==> config.mk <==
export PLATFORM = sky130hd
export DESIGN_NAME = ddc_decim_ctrl
export DESIGN_NICKNAME = d
export VERILOG_FILES = /design/src/rtl/ddc_decim_ctrl_pkg.sv /design/src/rtl/ddc_decim_stage_cnt.sv /design/src/rtl/ddc_decim_ctrl.sv
export SDC_FILE = /design/constraint.sdc
export NUM_CORES = 1
export LEC_CHECK = 0
export ABC_AREA = 1
export BUFFER_PORTS_ARGS = -buffer_cell sky130_fd_sc_hd__buf_2
export CORE_AREA = 2 2 101 103
export DETAILED_ROUTE_END_ITERATION = 6
export DIE_AREA = 0 0 103 105
export GPL_ROUTABILITY_DRIVEN = 1
export PLACE_DENSITY = 0.74
export SYNTH_ARGS = -nofsm -noshare
export SYNTH_HDL_FRONTEND = slang
export SYNTH_SLANG_ARGS = --single-unit
==> constraint.sdc <==
create_clock -name clk -period 6 [get_ports clk]
set_input_delay 0.6 -clock clk [delete_from_list [all_inputs] [get_ports clk]]
set_output_delay 0.6 -clock clk [all_outputs]
set_load 0.01 [all_outputs]
==> src/rtl/ddc_decim_ctrl_pkg.sv <==
// Shared DDC definitions: default stage count and widths, sequencer state
// encoding, and a helper for index widths that stays legal for one stage.
package ddc_decim_ctrl_pkg;

  localparam int unsigned DDC_NUM_STAGES = 3;
  localparam int unsigned DDC_RATIO_W    = 8;   // ratio and per-stage counter width
  localparam int unsigned DDC_OUT_CNT_W  = 16;  // out_count width

  typedef enum logic [1:0] {
    ST_IDLE = 2'd0,
    ST_RUN  = 2'd1,
    ST_PEND = 2'd2
  } ddc_state_e;

  // Width of a stage index; never narrower than one bit.
  function automatic int unsigned ddc_idx_w(input int unsigned n);
    return (n > 1) ? $clog2(n) : 1;
  endfunction

endpackage

==> src/rtl/ddc_decim_stage_cnt.sv <==
// One decimation stage: counts input strobes, wraps at ratio-1 and emits a
// same-cycle output strobe on the wrapping input.
// Ports:
//   clk, rst_n   clock, synchronous active-low reset
//   clear        hold the counter at zero
//   in_stb       input strobe for this stage
//   ratio        active decimation ratio (never 0)
//   stb_c        combinational output strobe
module ddc_decim_stage_cnt
  import ddc_decim_ctrl_pkg::*;
#(
  parameter int unsigned RATIO_W = DDC_RATIO_W
) (
  input  logic               clk,
  input  logic               rst_n,
  input  logic               clear,
  input  logic               in_stb,
  input  logic [RATIO_W-1:0] ratio,
  output logic               stb_c
);

  logic [RATIO_W-1:0] cnt_q;
  logic [RATIO_W-1:0] ratio_m1_c;
  logic               wrap_c;

  // A ratio of 1 makes ratio-1 zero, so every strobe passes and cnt stays 0.
  assign ratio_m1_c = RATIO_W'(ratio - RATIO_W'(1));
  assign wrap_c     = (cnt_q == ratio_m1_c);
  assign stb_c      = in_stb && wrap_c;

  always_ff @(posedge clk) begin
    if (!rst_n || clear) begin
      cnt_q <= '0;
    end else if (in_stb) begin
      cnt_q <= wrap_c ? '0 : RATIO_W'(cnt_q + RATIO_W'(1));
    end
  end

endmodule

==> src/rtl/ddc_decim_ctrl.sv <==
// Decimation sequencer for a cascade of NUM_STAGES decimators. Generates
// per-stage capture strobes, and stages ratio updates through shadow
// registers so new ratios only take effect on a frame boundary.
// Ports:
//   clk, rst_n             clock, synchronous active-low reset
//   enable                 run request (0 returns to IDLE)
//   in_valid               front-end sample strobe
//   cfg_valid/cfg_ready    ratio write handshake
//   cfg_stage, cfg_ratio   write target stage and ratio
//   stage_en               registered per-stage capture strobes
//   out_valid              final-stage strobe
//   out_count              final-stage strobes since leaving IDLE
//   cfg_err                sticky bad-write flag
module ddc_decim_ctrl
  import ddc_decim_ctrl_pkg::*;
#(
  parameter  int unsigned NUM_STAGES = DDC_NUM_STAGES,
  parameter  int unsigned RATIO_W    = DDC_RATIO_W,
  localparam int unsigned STAGE_W    = ddc_idx_w(NUM_STAGES)
) (
  input  logic                     clk,
  input  logic                     rst_n,
  input  logic                     enable,
  input  logic                     in_valid,
  input  logic                     cfg_valid,
  input  logic [STAGE_W-1:0]       cfg_stage,
  input  logic [RATIO_W-1:0]       cfg_ratio,
  output logic                     cfg_ready,
  output logic [NUM_STAGES-1:0]    stage_en,
  output logic                     out_valid,
  output logic [DDC_OUT_CNT_W-1:0] out_count,
  output logic                     cfg_err
);

  ddc_state_e state_q, state_d;

  logic [NUM_STAGES-1:0][RATIO_W-1:0] r_q, r_d;   // active ratios
  logic [NUM_STAGES-1:0][RATIO_W-1:0] s_q, s_d;   // shadow ratios

  logic [NUM_STAGES-1:0] stb_in_c;
  logic [NUM_STAGES-1:0] stb_c;
  logic                  run_c;
  logic                  final_c;
  logic                  cfg_acc_c;
  logic                  range_ok_c;
  logic                  wr_ok_c;
  logic                  wr_err_c;
  logic [RATIO_W-1:0]    wr_ratio_c;
  logic                  r_load_s_c;

  // Counting only while running with enable still high, so an enable drop
  // never produces a strobe on the way to IDLE.
  assign run_c   = (state_q != ST_IDLE) && enable;
  assign final_c = stb_c[NUM_STAGES-1];

  // Strobe cascade: stage 0 sees in_valid, stage k sees stage k-1's strobe.
  for (genvar k = 0; k < NUM_STAGES; k++) begin : g_stage
    if (k == 0) begin : g_first
      assign stb_in_c[k] = in_valid && run_c;
    end else begin : g_next
      assign stb_in_c[k] = stb_c[k-1];
    end

    ddc_decim_stage_cnt #(
      .RATIO_W (RATIO_W)
    ) u_cnt (
      .clk    (clk),
      .rst_n  (rst_n),
      .clear  (!run_c),
      .in_stb (stb_in_c[k]),
      .ratio  (r_q[k]),
      .stb_c  (stb_c[k])
    );
  end

  // Config write decode; a zero ratio is stored as 1.
  assign cfg_acc_c  = cfg_valid && cfg_ready;
  assign range_ok_c = (32'(cfg_stage) < NUM_STAGES);
  assign wr_ok_c    = cfg_acc_c && range_ok_c;
  assign wr_err_c   = cfg_acc_c && (!range_ok_c || (cfg_ratio == '0));
  assign wr_ratio_c = (cfg_ratio == '0) ? RATIO_W'(1) : cfg_ratio;

  // State register.
  always_ff @(posedge clk) begin
    if (!rst_n) begin
      state_q <= ST_IDLE;
    end else begin
      state_q <= state_d;
    end
  end

  // Next state and ratio-register control.
  always_comb begin
    state_d    = state_q;
    r_load_s_c = 1'b0;
    unique case (state_q)
      ST_IDLE: begin
        if (enable) state_d = ST_RUN;
      end
      ST_RUN: begin
        if (!enable) begin
          state_d    = ST_IDLE;
          r_load_s_c = 1'b1;
        end else if (wr_ok_c) begin
          state_d = ST_PEND;
        end
      end
      ST_PEND: begin
        if (!enable) begin
          state_d    = ST_IDLE;
          r_load_s_c = 1'b1;
        end else if (final_c) begin
          // Frame boundary: every counter is wrapping this cycle.
          state_d    = ST_RUN;
          r_load_s_c = 1'b1;
        end
      end
      default: begin
        state_d = ST_IDLE;
      end
    endcase
  end

  // Shadow writes land in every state that accepts them; active ratios take
  // the write directly only in IDLE, otherwise they copy the shadows.
  always_comb begin
    s_d = s_q;
    r_d = r_q;
    for (int k = 0; k < int'(NUM_STAGES); k++) begin
      if (wr_ok_c && (cfg_stage == STAGE_W'(k))) begin
        s_d[k] = wr_ratio_c;
        if (state_q == ST_IDLE) r_d[k] = wr_ratio_c;
      end
    end
    if (r_load_s_c) r_d = s_d;
  end

  // Registered ratios and outputs.
  always_ff @(posedge clk) begin
    if (!rst_n) begin
      s_q       <= {NUM_STAGES{RATIO_W'(1)}};
      r_q       <= {NUM_STAGES{RATIO_W'(1)}};
      stage_en  <= '0;
      out_count <= '0;
      cfg_err   <= 1'b0;
      cfg_ready <= 1'b1;
    end else begin
      s_q       <= s_d;
      r_q       <= r_d;
      stage_en  <= stb_c;
      cfg_ready <= (state_d != ST_PEND);
      if (wr_err_c) cfg_err <= 1'b1;
      if (state_d == ST_IDLE) begin
        out_count <= '0;
      end else if (final_c) begin
        out_count <= DDC_OUT_CNT_W'(out_count + DDC_OUT_CNT_W'(1));
      end
    end
  end

  assign out_valid = stage_en[NUM_STAGES-1];

endmodule
== After elaboration in Yosys (flattened, before gate mapping) ==
Cells that the tools add are included.

* Add/subtract/negate cells: 7
* $lt $le $gt $ge: 1
* Equal/unequal tests: 8
* Mux-type cells: 22
* Bitwise gates (word level): 1
* Reductions and logical operators: 29

{| class="wikitable"
|+ Operators by type and width
! operator !! number
|-
| 8-bit 2-to-1 mux || 11
|-
| 8-bit by 1-bit adder with 8-bit output, second input constant || 3
|-
| 8-bit == test || 3
|-
| 24-bit 2-to-1 mux || 1
|-
| 8-bit by 1-bit subtractor with 8-bit output, second input constant || 3
|-
| 16-bit by 1-bit adder with 16-bit output, second input constant || 1
|-
| 1-bit logical AND || 11
|-
| 2-bit 2-to-1 mux || 5
|-
| 2-bit nonzero test || 5
|-
| 8-bit logical NOT || 1
|-
| 2-bit logical NOT || 3
|-
| 2-bit one-hot mux with 3 select lines || 1
|-
| 2-bit AND reduction || 3
|-
| 2-bit by 1-bit == test with 1-bit output, second input constant || 2
|-
| 2-bit == test, second input constant || 2
|-
| 1-bit logical NOT || 3
|-
| 1-bit 2-to-1 mux || 3
|-
| 1-bit logical OR || 2
|-
| 2-bit less-than comparator, second input constant || 1
|-
| 2-bit != test, second input constant || 1
|-
| 1-bit one-hot mux with 2 select lines || 1
|-
| 2-bit OR reduction || 1
|-
| 1-bit inverter || 1
|}

* Bits in registers: 95
* Output and inout port bits: 22

== Depth between registers and ports, before layout ==
Gate-level depths: netlist of run 1.

* Word-level depth: 11
* Mapped depth: 21
* Gate-level depth less buffers: 19

== Cells and area by module ==
A second synthesis of run 1 with hierarchy kept.

* Cell total of the unflattened synthesis: 849
* Area, all modules: 5793.1 um^2

{| class="wikitable"
|+ By module, submodules not included
! module !! instances !! cells each !! area each (um^2) !! seq. area each (um^2)
|-
| ddc_decim_ctrl || 1 || 495 || 3510.9 || 1421.4
|-
| ddc_decim_stage_cnt || 3 || 118 || 760.7 || 160.2
|}

== Least setup slack after synthesis of run 1 ==
No wires, ideal clock.

* Path type: flip-flop to flip-flop
* Start point: register state_q[0]
* End point: register r_q[9] (netlist name)
* Setup time: 0.110 ns
* Data arrival time: 2.269 ns
* Path slack: 3.621 ns
* Cell stages (with the launch flop): 21
* Clock period less this slack: 2.379 ns
* Cells stage by stage: dfxtp_1 inv_1 ha_1 inv_1 nand2_1 nor2_2 nand2_1 nor2_2 nand3_2 nor2_4 nand2_4 nor2_8 nand2_4 nand2_4 nand2_2 buf_6 buf_6 nand3_1 nand3_1 nand2_1 inv_1

* Word-level cells in the longest chain between the ends: 11

{| class="wikitable"
|+ RTL lines
! item !! RTL line !! text
|-
| start, declared || ddc_decim_ctrl.sv:35 || <nowiki>ddc_state_e state_q, state_d;</nowiki>
|-
| start signal, assigned || ddc_decim_ctrl.sv:88 || <nowiki>state_q <= state_d;</nowiki>
|-
| 2-bit nonzero test || ddc_decim_ctrl.sv:53 || <nowiki>assign run_c = (state_q != ST_IDLE) && enable;</nowiki>
|-
| 1-bit logical AND || ddc_decim_ctrl.sv:53 ||
|-
| 1-bit logical AND || ddc_decim_ctrl.sv:59 || <nowiki>assign stb_in_c[k] = in_valid && run_c;</nowiki>
|-
| 1-bit logical AND (3 in series) || ddc_decim_stage_cnt.sv:29 || <nowiki>assign stb_c = in_stb && wrap_c;</nowiki>
|-
| 1-bit 2-to-1 mux || ddc_decim_ctrl.sv:112 || <nowiki>end else if (final_c) begin</nowiki>
|-
| 1-bit 2-to-1 mux || ddc_decim_ctrl.sv:109 || <nowiki>if (!enable) begin</nowiki>
|-
| 1-bit one-hot mux with 2 select lines || ddc_decim_ctrl.sv:96 || <nowiki>unique case (state_q)</nowiki>
|-
| 2-bit nonzero test (no line) || -- ||
|-
| 2-bit AND reduction (no line) || -- ||
|-
| end signal, assigned || ddc_decim_ctrl.sv:142 || <nowiki>r_q <= {NUM_STAGES{RATIO_W'(1)}};</nowiki>
|-
| end signal, assigned || ddc_decim_ctrl.sv:149 || <nowiki>r_q <= r_d;</nowiki>
|-
| end, declared || ddc_decim_ctrl.sv:37 || <nowiki>logic [NUM_STAGES-1:0][RATIO_W-1:0] r_q, r_d;</nowiki>
|}

Several ways; a longest one is shown, not always the timed one.
A chain may end at the register's enable or synchronous reset.

== Final worst setup path of run 1 ==
* Start point: register r_q[16] (netlist name)
* End point: register r_q[9] (netlist name)

* Word-level cells in the longest chain between the ends: 8

{| class="wikitable"
|+ RTL lines
! item !! RTL line !! text
|-
| 8-bit by 1-bit subtractor with 8-bit output (*) || ddc_decim_stage_cnt.sv:27 || <nowiki>assign ratio_m1_c = RATIO_W'(ratio - RATIO_W'(1));</nowiki>
|-
| 8-bit == test (*) || ddc_decim_stage_cnt.sv:28 || <nowiki>assign wrap_c = (cnt_q == ratio_m1_c);</nowiki>
|-
| 1-bit logical AND (*) || ddc_decim_stage_cnt.sv:29 ||
|-
| 1-bit 2-to-1 mux (*) || ddc_decim_ctrl.sv:112 ||
|-
| 1-bit 2-to-1 mux (*) || ddc_decim_ctrl.sv:109 ||
|-
| 1-bit one-hot mux with 2 select lines (*) || ddc_decim_ctrl.sv:96 ||
|-
| 2-bit nonzero test (no line) || -- ||
|-
| 2-bit AND reduction (no line) || -- ||
|}

Mark *: on every way between the ends. The rest lies on a longest branch, timed or not.

==> summary.txt, run 1 <==
Pwr
  • Peak supply drop: 120 uV
  • Pwr dens: 207 nW/um^2
  • Total power draw: 1260 uW
  • Leakage: 0.00292 uW

Timing
  • Final Hold Fails: 0
  • Fin. max-slew vios: 0
  • Hold slack final: 0.467 ns
  • RSZ-0062 raised after global routing: false
  • Final setup fails: 0
  • F_max: 285 MHz
  • Post-Route Setup TNS: 0 ns
  • Final period util: 58.5%
  • Rel. slew slack: 34.1%
  • Worst-margin pin slew: 0.984 ns
  • Final min period: 3.51 ns
  • Clk_skew: 0.00729 ns

Drt
  • Via/cell ratio: 5.25
  • Routed via count: 5,137
  • Routed wire length: 12,800 um
  • Wire per inst: 13.0 um
  • Iter 0 DRT Violations: 349
  • Initial DRT Pass Iterations: 5
  • DRC Markers: 0
  • Post-route ant nets: 0

Yosys
  • Post-Synth Simple-Gate Area: 37.8%
  • Post-Synth Adder-Cell Area: 2.44%
  • Cells after synthesis: 817
  • Synth area leaders: dfxtp_1 (34%), nand2_1 (11%), nand3_1 (10%)
  • Yosys reg bits: 95
  • Syn Nets: 843
  • Synth warn: 0
  • Commonest cells in the netlist: nand2_1 (172), nand3_1 (114), inv_1 (104)
  • Multiplexer share of the synthesized area: 3.72%
  • Library cells used by synthesis: 38
  • XOR/XNOR Fraction of Synth Area: 8.01%
  • Register area share after synthesis: 33.7%
  • Ys async rst share: 0%
  • Synthesized area per cell: 6.92 sq um
  • Yosys top cell area share: 33.7%
  • Most common cell in the netlist: nand2_1
  • Top_reg_cell synth: dfxtp_1
  • Largest family of logic cells by synthesized area: simple AND/OR/NAND/NOR gates
  • Compound-Gate Fraction of Synth Area: 4.83%
  • Top cell type by total area after synthesis: dfxtp_1
  • Post-Syn Area: 5650 sq um
  • EDFF count, synth: 0

Clock tree
  • CTS tree: done
  • TritonCTS Sinks: 95
  • Latest clock arrival within the worst-skew pair: 0.36 ns
  • CTS H-tree lvls: 3
  • CTS resizes: 0
  • Reg clk slew, reported paths: 0.09 ns
  • Root buffer cell: clkbuf_8
  • Cts hold-fix bufs: 0
  • Deepest clock path buffer count: 2
  • Setup Buffers After CTS: 0
  • CTS buffer count: 9

Setup path
  • WP data arrival: 3.78 ns
  • Worst r2r path cells: 15
  • Crit end category: flop
  • Crit-path cells: inv_1 > ha_1 > xnor2_1 > nor2_1 > nand3_1 > nor2_1 > nand3_1 > nor2_1 > nand2_4 > nand2_4 > nand2_2 > nand3_1 > nand3_1 > nand2_1 > inv_1
  • Worst stage delay on the critical path: 0.75 ns
  • Worst R2R Start: r_q[16]
  • CP top delay family: simple AND/OR/NAND/NOR gates
  • R2R Setup Slk: 2.49 ns
  • Buf/Inv on CP: 2
  • Crit path top cell by count: nand3_1
  • CP endpoint: r_q[9]
  • Setup Crit Path Kind: reg -> reg
  • Max FO, Critical Path: 48
  • Required time of the critical path: 6.27 ns
  • CP startpoint: r_q[16]
  • Slowest-stage cell, CP: nor2_1
  • R2r endpoint: r_q[9]
  • Element type at the critical path start: flop
  • Crit. path cell count: 15

Die
  • Die height: 105 um
  • Die X: 103 um
  • Initial Utilization: 58.6%
  • Total die area: 10,800 sq um
  • IO Pins: 37
  • Core area: 9640 sq um
  • Num rows: 36

Global route
  • First-pass GRT wire length: 21,900 um
  • GRT overflow: 0
  • Vias in the first global route: 4,685
  • Initial antenna violation count: 0
  • GRT Total Usage: 25.1%
  • Largest net degree at the start of global routing: 49

Cells and area
  • Post-layout util: 63.1%
  • Syn-to-layout area delta: 7.59%
  • Post-route cell area: 6080 sq um
  • Share of post-route cells with drive strength above 1: 8.16%
  • # diodes: 0
  • Nets: 867

Flow run
  • Max Cap Violations: 0

Place
  • Routability cong.: 0.894
  • Placed cell areas: 5880 sq um
  • # port buffers: 36
  • Post-DP HPWL: 9470 um

Status
  • Outcome: finished clean

Min path
  • Hold WC Path Type: reg -> reg
==> cells by family after synthesis <==
logic type,count (synthesis)
buffers and inverters,132
flip-flops,95
AND/OR/NAND/NOR,464
AO/OA/AOI/OAI,47
adder cells (fa/ha/maj),11
XOR/XNOR,47
multiplexers,21
==> metrics by stage <==
stage | setup WS [ns] | cells
after floorplan | 3.62 | 817
after global placement | 2.72 | 963
after detailed placement | 2.53 | 963
after CTS | 2.50 | 979
after global routing | 2.06 | 979
final | 2.49 | 979
==> cell usage in the layout, fill, tap and decap left out, types with 4 or more instances in the layout <==
master    count
a21boi_0      7
a21boi_1      5
a21oi_1      14
buf_2        36
buf_4         4
clkbuf_8     10
dfxtp_1      95
ha_1         11
inv_1       104
mux2i_1      21
nand2_1     172
nand3_1     114
nand3b_1     28
nand4_1      11
nor2_1      103
nor3_1       14
nor3b_1       4
o21ai_0      17
xnor2_1      19
xor2_1       25
==> layout make-up <==
type	instances	area, sq um
clock buffers	11	141
inverters	105	394
well taps	133	166
multi-input cells	590	3210
fillers	907	3560
clock inverters	5	57.6
flip-flops and latches	95	1900
repair buffers	40	210
==> power breakdown <==
group          internal (uW)  leakage (uW)  switching, uW
clock                    204     0.0000916            227
sequential               644      0.000769           11.1
combinational           57.6       0.00205            115
==> registers in the layout (all words and copies together) (netlist names) <==
signal and count:
cfg_err 1, cfg_ready 1, g_stage.u_cnt.cnt_q 24, out_count 16
r_q 24, s_q 24, stage_en 3, state_q 2
==> routing by layer <==
metal | up-vias | routed length (um) | global-route usage (%)
met3 | 20 | 558 | 2.88
li1 | 2660 | - | -
met5 | - | 0 | 0
met1 | 2335 | 6340 | 36.5
met2 | 122 | 5640 | 38.2
met4 | 0 | 233 | 8.83
==> tightest hold or removal path: stages, from the launching register on <==
cell and delay (ns):
dfxtp_1 0.32, mux2i_1 0.07, nand2_1 0.05
==> worst min path at each step <==
stage / from / end / cells past startpoint / slack (ns)
finish: s_q[8] / s_q[8] / 2 / 0.47
global route: cfg_err / cfg_err / 2 / 0.51
CTS: s_q[8] / s_q[8] / 2 / 0.47
detailed placement: s_q[8] / s_q[8] / 2 / 0.45
global placement: s_q[0] / s_q[0] / 2 / 0.44
floorplan: s_q[0] / s_q[0] / 2 / 0.42
(Power assumes the default switching activity.)
==> run 2, diff against run 1 <==
==> constraint.sdc (replaced) <==
create_clock -name clk -period 3.5 [get_ports clk]
set_input_delay 0.35 -clock clk [delete_from_list [all_inputs] [get_ports clk]]
set_output_delay 0.35 -clock clk [all_outputs]
set_load 0.01 [all_outputs]
==> run 2 against run 1 <==
  * Hold slack worse by 0.19 ns
  * First-iteration DRC count is 1.1% lower
  * Die area stayed put
  * Clock-buffer cell count is 1 lower
  * Fmax is 18% higher
  * Final cell count is 0.41% higher
  * Sequential cell count stayed put
  * Combinational power is 80% higher
  * Cell area is 1.1% higher
  * Clock power is 92% higher
  * Global-route usage is 0.38 points higher
  * Register-to-register slack worse by 2.0 ns
==> summary.txt, run 2 (synthesized netlist as in run 1, its figures left out) <==
Timing
  • Worst-margin pin slew: 0.843 ns
  • Post-Route Setup TNS: 0 ns
  • Final setup fails: 0
  • RSZ-0062 raised after global routing: false
  • Hold slack final: 0.277 ns
  • Final min period: 2.98 ns
  • F_max: 335 MHz
  • Fin. max-slew vios: 0
  • Clk_skew: 0.00772 ns
  • Rel. slew slack: 43.2%
  • Final Hold Fails: 0
  • Final period util: 85.2%

Drt
  • Wire per inst: 13.2 um
  • Iter 0 DRT Violations: 345
  • Routed via count: 5,237
  • Initial DRT Pass Iterations: 5
  • Post-route ant nets: 0
  • Routed wire length: 13,000 um
  • DRC Markers: 0
  • Via/cell ratio: 5.33

Setup path
  • Worst stage delay on the critical path: 0.41 ns
  • Element type at the critical path start: flop
  • Crit end category: flop
  • Crit path top cell by count: nand2_4
  • Setup Crit Path Kind: reg -> reg
  • Required time of the critical path: 3.77 ns
  • Worst R2R Start: state_q[0]
  • Slowest-stage cell, CP: dfxtp_1
  • Crit-path cells: inv_1 > ha_1 > inv_1 > nand2_1 > nor2_2 > nand2_1 > nor2_2 > nand3_2 > nor2_4 > nand2_4 > nor2_8 > nand2_4 > nand2_4 > nand2_4 > nand3_1 > nand3_1 > nand2_1 > inv_1
  • R2r endpoint: r_q[10]
  • Max FO, Critical Path: 48
  • WP data arrival: 3.25 ns
  • R2R Setup Slk: 0.52 ns
  • Worst r2r path cells: 18

Cells and area
  • # diodes: 0
  • Syn-to-layout area delta: 8.74%
  • Nets: 871
  • Most frequent cells in the layout: nand2_1 (172), nand3_1 (114), inv_1 (104)
  • Commonest non-fill, non-tap cell in the layout: nand2_1
  • Share of post-route cells with drive strength above 1: 8.71%
  • Post-route cell area: 6150 sq um
  • Number of fill cells: 876
  • Biggest regs: g_stage.u_cnt.cnt_q: 24 flops, r_q: 24 flops, s_q: 24 flops

Global route
  • GRT overflow: 0
  • Initial antenna violation count: 0
  • Vias in the first global route: 4,874
  • Largest net degree at the start of global routing: 49
  • GRT Total Usage: 25.5%
  • First-pass GRT wire length: 22,300 um

Min path
  • HP Start: in_valid
  • Hold Crit Depth: 3
  • Hold EP: g_stage[0].u_cnt.cnt_q[1]
  • Hold WC Path Type: in -> reg

Place
  • Routability cong.: 0.881
  • # port buffers: 36
  • Post-DP HPWL: 9530 um
  • Placed cell areas: 5910 sq um

Clock tree
  • CTS tree: done
  • Deepest clock path buffer count: 2
  • TritonCTS Sinks: 95
  • Latest clock arrival within the worst-skew pair: 0.37 ns
  • CTS H-tree lvls: 3
  • Reg clk slew, reported paths: 0.10 ns
  • CTS buffer count: 9
  • Setup Buffers After CTS: 0
  • Root buffer cell: clkbuf_8

Pwr
  • Pwr dens: 368 nW/um^2
  • Peak supply drop: 315 uV
  • Leakage: 0.00297 uW

Status
  • Outcome: finished clean

Die
  • Total die area: 10,800 sq um
  • Num rows: 36
  • Die height: 105 um
  • Core area: 9640 sq um
  • IO Pins: 37
  • Initial Utilization: 58.6%
  • Die X: 103 um

Flow run
  • Max Cap Violations: 0
## run 2: changes by cell type in the layout (fill, tap and decap cells not counted), sizes merged
cell,before,now
clkinv,2,3
clkinvlp,3,0
buf,40,44
bufinv,1,2
clkbuf,11,10
inv,104,106
## run 2: how the worst max path moves through the flow
| stage | from | endpoint | slack (ns) | depth (start not counted) |
|---|---|---|---|---|
| 6_report | state_q[0] | r_q[10] | 0.52 | 18 |
| 4_1_cts | state_q[0] | r_q[17] | 0.28 | 18 |
| 3_3_place_gp | state_q[0] | r_q[13] | 0.47 | 18 |
| 5_1_grt | state_q[0] | r_q[15] | 0.15 | 18 |
| 2_1_floorplan | state_q[0] | r_q[9] | 1.12 | 20 |
| 3_5_place_dp | state_q[0] | r_q[7] | 0.33 | 18 |
## run 2: cell type report
cell class	count	area [sq um]	share of cell area (%)
Clock buffer	10	138	2.24
Clock inverter	6	91.3	1.49
Inverter	105	394	6.41
Multi-Input combinational cell	590	3210	52.3
Sequential cell	95	1900	30.9
Tap cell	133	166	2.71
Timing Repair Buffer	44	240	3.91
## run 2: routing by layer
| metal | up-vias | share of wire, % | track usage, % |
|---|---|---|---|
| met5 | - | 0 | 0 |
| met4 | 0 | 2.0 | 8.65 |
| met3 | 24 | 5.8 | 5.02 |
| met2 | 154 | 45 | 40.4 |
| met1 | 2371 | 47 | 34.4 |
| li1 | 2688 | - | - |
## run 2: per-stage QoR
stage | power (uW) | std cells | setup WS, ns | util [%]
2_1_floorplan | 1370 | 817 | 1.12 | -
3_3_place_gp | 1440 | 967 | 0.470 | 61.3
3_5_place_dp | 1450 | 967 | 0.329 | 61.3
4_1_cts | 2280 | 983 | 0.284 | 63.7
5_1_grt | 2360 | 983 | 0.152 | 63.8
6_report | 2260 | 983 | 0.518 | 63.8
## run 2: repair_timing
action	CTS	global route
gates resized for setup	0	1
hold buffers	0	0
setup endpoints to repair	0	21
hold endpoints to repair	0	0
## run 2: critical path, delay by kind of cell, from the launching register on
family                     cells  cell delay, ns
DFF                            1            0.41
buffers and inverters          3            0.26
and+or+nand+nor               14            1.96
adders and majority gates      1            0.23
## run 2: power by group
group	switching, uW	internal (uW)
Sequential	19.5	1100
Combinational	206	105
Clock	401	427
Total	626	1640
